[config.mk]
export PLATFORM = sky130hd
export DESIGN_NAME = exp_growth_sweep
export DESIGN_NICKNAME = d
export VERILOG_FILES = /design/src/rtl/exp_sweep_pkg.sv /design/src/rtl/fx_mul_round_sat.sv /design/src/rtl/exp_growth_sweep.sv
export SDC_FILE = /design/constraint.sdc
export NUM_CORES = 1
export LEC_CHECK = 0
export ABC_CLOCK_PERIOD_IN_PS = 8500
export BUFFER_PORTS_ARGS = -buffer_cell sky130_fd_sc_hd__buf_2
export CAP_MARGIN = 10
export CORE_MARGIN = 2
export CORE_UTILIZATION = 30
export DETAILED_ROUTE_END_ITERATION = 8
export REMOVE_ABC_BUFFERS = 1
export SYNTH_ARGS = -nofsm -noshare
export SYNTH_HDL_FRONTEND = slang
export SYNTH_HIERARCHICAL = 1
export SYNTH_SLANG_ARGS = --single-unit
[constraint.sdc]
create_clock -name CLK -period 8.5 [get_ports CLK]
set_clock_uncertainty 0.1 [all_clocks]
set_input_delay 1.7 -clock CLK [delete_from_list [all_inputs] [get_ports CLK]]
set_output_delay 1.7 -clock CLK [all_outputs]
set_load 0.005 [all_outputs]
[src/rtl/exp_sweep_pkg.sv]
// rtl/exp_sweep_pkg.sv - shared types and constants for the exponential growth sweep
package exp_sweep_pkg;

    typedef enum logic [1:0] {
        IDLE = 2'd0,
        RUN  = 2'd1,
        DONE = 2'd2
    } state_t;

    localparam int DEF_W_D    = 18;
    localparam int DEF_FRAC_D = 14;
    localparam int DEF_W_G    = 18;
    localparam int DEF_FRAC_G = 17;

    // Channel index width; a single channel still gets one bit.
    function automatic int CHAN_W(input int n);
        return (n <= 2) ? 1 : $clog2(n);
    endfunction

endpackage

[src/rtl/fx_mul_round_sat.sv]
// rtl/fx_mul_round_sat.sv - unsigned fixed-point multiply with round-half-up and saturation
module fx_mul_round_sat #(
    parameter int W_A    = 18,
    parameter int W_B    = 18,
    parameter int FRAC_B = 17
) (
    input  logic [W_A-1:0] a,
    input  logic [W_B-1:0] b,
    output logic [W_A-1:0] y,
    output logic           sat
);

    // One guard bit above the full product so the rounding add never wraps.
    localparam int W_P = W_A + W_B + 1;
    localparam int W_S = W_P - FRAC_B;
    localparam logic [W_P-1:0] HALF_LSB = W_P'(1) << (FRAC_B - 1);

    logic [W_P-1:0] prod_rnd;
    logic [W_S-1:0] scaled;

    // Full product, round half up at the growth-factor binary point, clamp to all-ones.
    always_comb begin
        prod_rnd = ({{(W_B + 1){1'b0}}, a} * {{(W_A + 1){1'b0}}, b}) + HALF_LSB;
        scaled   = W_S'(prod_rnd >> FRAC_B);
        sat      = |(scaled >> W_A);
        y        = sat ? {W_A{1'b1}} : scaled[W_A-1:0];
    end

endmodule

[src/rtl/exp_growth_sweep.sv]
// rtl/exp_growth_sweep.sv - multi-channel geometric-recurrence price path generator
module exp_growth_sweep
    import exp_sweep_pkg::*;
#(
    parameter int N_CH   = 4,
    parameter int T_MIN  = 343,
    parameter int T_MAX  = 511,
    parameter int LOG_T  = 9,
    parameter int W_D    = DEF_W_D,
    parameter int FRAC_D = DEF_FRAC_D,
    parameter int W_G    = DEF_W_G,
    parameter int FRAC_G = DEF_FRAC_G
) (
    input  logic                      CLK,
    input  logic                      iRSTn,
    input  logic                      iStart,
    input  logic                      iAbort,
    input  logic [N_CH*W_D-1:0]       iSeed,
    input  logic [N_CH*W_G-1:0]       iGrowth,
    input  logic                      iReady,
    output logic                      oValid,
    output logic [W_D-1:0]            oData,
    output logic [LOG_T-1:0]          oAddr,
    output logic [CHAN_W(N_CH)-1:0]   oChan,
    output logic                      oBusy,
    output logic                      oDone,
    output logic                      oSat
);

    localparam int              CW      = CHAN_W(N_CH);
    localparam logic [CW-1:0]   LAST_CH = CW'(N_CH - 1);
    localparam logic [LOG_T-1:0] T_FIRST = LOG_T'(T_MIN);
    localparam logic [LOG_T-1:0] T_LAST  = LOG_T'(T_MAX);

    // FRAC_D only names where the value's binary point sits; the recurrence is
    // scale-free in it. A value with no integer bits cannot grow, so such a
    // setting shows up as this named block in the elaborated hierarchy.
    if (FRAC_D >= W_D) begin : g_frac_d_leaves_no_integer_bits
    end

    state_t           state, state_nx;
    logic [W_D-1:0]   vreg [N_CH];
    logic [W_G-1:0]   greg [N_CH];
    logic [CW-1:0]    chan, chan_nx;
    logic [LOG_T-1:0] t, t_nx;
    logic [W_D-1:0]   prod, data_nx;
    logic             prod_sat;
    logic             start_ok, accept, last_beat;
    logic             valid_nx, busy_nx, done_nx;

    fx_mul_round_sat #(
        .W_A    (W_D),
        .W_B    (W_G),
        .FRAC_B (FRAC_G)
    ) u_mul (
        .a   (vreg[chan]),
        .b   (greg[chan]),
        .y   (prod),
        .sat (prod_sat)
    );

    // Next state, beat bookkeeping and next output flags.
    always_comb begin
        state_nx  = state;
        start_ok  = (state == IDLE) && iStart && !iAbort;
        accept    = (state == RUN) && iReady && !iAbort;
        last_beat = (t == T_LAST) && (chan == LAST_CH);
        chan_nx   = (chan == LAST_CH) ? '0 : chan + 1'b1;
        t_nx      = (chan == LAST_CH) ? t + 1'b1 : t;
        // With one channel the next beat is the value just being computed.
        data_nx   = (chan_nx == chan) ? prod : vreg[chan_nx];
        case (state)
            IDLE:    if (start_ok) state_nx = RUN;
            RUN: begin
                if (iAbort)                   state_nx = IDLE;
                else if (iReady && last_beat) state_nx = DONE;
            end
            DONE:    state_nx = IDLE;
            default: state_nx = IDLE;
        endcase
        valid_nx = (state_nx == RUN);
        busy_nx  = (state_nx != IDLE);
        done_nx  = (state == RUN) && (state_nx == DONE);
    end

    // State register.
    always_ff @(posedge CLK or negedge iRSTn) begin
        if (!iRSTn) state <= IDLE;
        else        state <= state_nx;
    end

    // Channel storage, sweep position and registered beat outputs.
    always_ff @(posedge CLK or negedge iRSTn) begin
        if (!iRSTn) begin
            for (int c = 0; c < N_CH; c++) begin
                vreg[c] <= '0;
                greg[c] <= '0;
            end
            chan   <= '0;
            t      <= '0;
            oValid <= 1'b0;
            oData  <= '0;
            oAddr  <= '0;
            oChan  <= '0;
            oBusy  <= 1'b0;
            oDone  <= 1'b0;
            oSat   <= 1'b0;
        end else begin
            oValid <= valid_nx;
            oBusy  <= busy_nx;
            oDone  <= done_nx;
            if (start_ok) begin
                for (int c = 0; c < N_CH; c++) begin
                    vreg[c] <= iSeed[c*W_D +: W_D];
                    greg[c] <= iGrowth[c*W_G +: W_G];
                end
                chan  <= '0;
                t     <= T_FIRST;
                oData <= iSeed[W_D-1:0];
                oAddr <= T_FIRST;
                oChan <= '0;
                oSat  <= 1'b0;
            end else if (accept) begin
                vreg[chan] <= prod;
                chan       <= chan_nx;
                t          <= t_nx;
                if (prod_sat) oSat <= 1'b1;
                // The final beat's outputs are left as they were; oValid drops.
                if (!last_beat) begin
                    oData <= data_nx;
                    oAddr <= t_nx;
                    oChan <= chan_nx;
                end
            end
        end
    end

endmodule

==> impl_metrics.json <==
{
  "status": "finished clean",
  "max_freq_mhz": 122,
  "synthFlopType": "dfrtp_1",
  "grt_overflow": 0,
  "critical_path_required_ps": 8780,
  "dieArea_um2": 69600,
  "yosys.area.top_type": "fa_1",
  "first_global_vias": 16024,
  "multi_input_area_um2": 13900,
  "yosysUniqueCellTypes": 69,
  "wl_per_cell_um": 18.3,
  "drt_iter0_drc": 1021,
  "viasPerCell": 4.83,
  "rows": 95,
  "relSlewSlack_pct": 21.6,
  "finalSetupViolCount": 0,
  "h-tree-depth": 4,
  "num_vias": 15239,
  "min_period_ps": 8210,
  "antenna_found_initial": 4,
  "path_clk_slew_ps": 80,
  "ant_nets": 0,
  "cts_tree": "built",
  "drv_slew": 0,
  "synth_top_area_share_pct": 25.4,
  "hpwl_mm": 43.7,
  "grt_pass1_wl_mm": 91.4,
  "yosysWarningCount": 6,
  "rsz0062_at_grt": "no",
  "final_nets": 2799,
  "cap_viol_max_count": 0,
  "min_from": "greg[28]$_DFFE_PN0P_",
  "finalHoldViolCount": 0,
  "synth_area_per_cell_um2": 9.53,
  "fillers": 6995,
  "worst_pin_slew_ps": 1170,
  "r2r-start": "chan[1]$_DFFE_PN0P_",
  "synth_cells": 2124,
  "place.gp.congestion": 0.878,
  "crit_arrival_ps": 8490,
  "synth_area_leaders": "fa_1 25%, dfrtp_1 23%, nand2_1 9.6%",
  "hold_path.class": "reg2reg",
  "r2r-end": "oData[7]$_DFFE_PN0P_",
  "clk_latency_ps": 500,
  "core_area_um2": 67000,
  "layout_commonest_cell": "nand2_1",
  "drc_errors": 0,
  "cts_buffer_depth": 2,
  "syn_to_final_growth_pct": 12.9,
  "clock-sinks": 190,
  "clockRootBuffer": "clkbuf_16",
  "r2r_cells": 24,
  "first_pass_iters": 6,
  "register_area_um2": 4760,
  "synth_area_um2": 20200,
  "synth_seq_area_share_pct": 23.5,
  "grt_max_degree": 243,
  "io_buffers": 181,
  "chipHeight_um": 264,
  "startpoint": "chan[1]$_DFFE_PN0P_",
  "drive_gt1_share_pct": 14.9,
  "die_x_um": 264,
  "wl_mm": 57.8,
  "synth_edf_count": 0,
  "min_to": "greg[28]$_DFFE_PN0P_",
  "cts_buffers": 17,
  "worstSetupPathType": "reg2reg",
  "cp_max_fo": 14,
  "cp-start-kind": "flip-flop",
  "ys_async_sr_fraction_pct": 100,
  "final_cell_mix": "520 x nand2_1, 307 x inv_1, 257 x fa_1, 188 x dfrtp_1, 180 x buf_2",
  "finalCritPeriodShare_pct": 96.6,
  "ioPinCount": 182,
  "post-route-util_pct": 34.1,
  "critPathCaptureType": "flip-flop",
  "min_path_cells": 2,
  "ys_seq_elements": 190,
  "track_usage_pct": 17.1,
  "reg2reg_setup_slack_ps": 290,
  "initial_utilization_pct": 30.2
}
==> cell usage after synthesis (26+ instances only) <==
| library cell | number |
|---|---|
| inv_1 | 307 |
| o21ai_1 | 38 |
| fa_1 | 257 |
| mux2i_1 | 76 |
| and2_1 | 159 |
| mux4_2 | 54 |
| o21ai_0 | 55 |
| nor2_1 | 26 |
| ha_1 | 130 |
| a21oi_1 | 28 |
| nand2_1 | 520 |
| clkbuf_1 | 61 |
| buf_2 | 26 |
| dfrtp_1 | 190 |
==> cells by family after synthesis <==
group	count (synthesis)	share of synthesized area [%]
and+or+nand+nor	781	17.6
buffers and inverters	412	8.21
adders and majority gates	387	33.4
AOI/OAI and AO/OA	198	6.32
DFF	190	23.5
muxes	131	9.82
xor gates and xnor gates	25	1.08
==> worst max-delay path by stage <==
stage	endpoint	slack, ps	cells past startpoint
6_report	oData[7]$_DFFE_PN0P_	290	24
3_3_place_gp	oData[12]$_DFFE_PN0P_	230	24
3_5_place_dp	oData[12]$_DFFE_PN0P_	230	24
2_1_floorplan	oData[0]$_DFFE_PN0P_	-20	4
4_1_cts	oData[12]$_DFFE_PN0P_	190	24
5_1_grt	oData[7]$_DFFE_PN0P_	3	24
==> layer usage <==
metal | GRT usage, % | vias to the layer above | routed length, um
met1 | 21.8 | 7709 | 23900
li1 | - | 7030 | -
met2 | 29.5 | 408 | 29000
met4 | 5.77 | 4 | 1600
met5 | 0 | - | 21
met3 | 2.70 | 88 | 3260
==> layout make-up <==
class / count / share of cell area [%]
inverters: 307 / 5.04
repair buffers: 225 / 5.72
clock inverters: 14 / 1.05
multi-input cells: 1522 / 60.7
flip-flops and latches: 190 / 20.8
clock buffers: 18 / 1.88
diodes: 3 / 0.0328
well taps: 873 / 4.78
==> flip-flops by register name, indices dropped and copies added (netlist names), 2 cells and up <==
register / cells
oAddr: 9
vreg: 72
oChan: 2
state: 2
oData: 18
chan: 2
greg: 72
t: 9
==> repair_timing <==
action,4_1_cts,5_1_grt
buffers inserted,0,9
resized for setup,0,3
hold buffers,0,0
endpoints found under the setup margin,0,31
==> stage by stage <==
| step | area [um2] | hold WS, ps | setup slack, ps | setup TNS (ps) | cells |
|---|---|---|---|---|---|
| floorplan | 19700 | 340 | -22.3 | -402 | 2019 |
| global placement | 22100 | 353 | 234 | 0 | 3108 |
| detailed placement | 22100 | 357 | 228 | 0 | 3108 |
| CTS | 22800 | 375 | 192 | 0 | 3140 |
| global route | 22800 | 384 | 2.66 | 0 | 3150 |
| finish | 22900 | 370 | 287 | 0 | 3152 |
==> critical path: stages, from the launching register on <==
cell and delay, ps:
dfrtp_4 580, buf_4 300, mux4_2 720, and2_1 250, fa_1 500, inv_1 50
fa_1 390, fa_1 540, inv_1 60, fa_1 450, fa_1 530, inv_1 50
fa_1 470, inv_1 40, ha_1 430, nand2_1 110, o21ai_2 220, o211ai_1 230
a211oi_2 480, o21ai_2 120, and3_2 220, or3_4 370, or3_1 490, a222oi_1 270
nand2_1 90
Power is not shown: default switching activity piles up to over one toggle a cycle in this logic, so the estimate is an artifact.
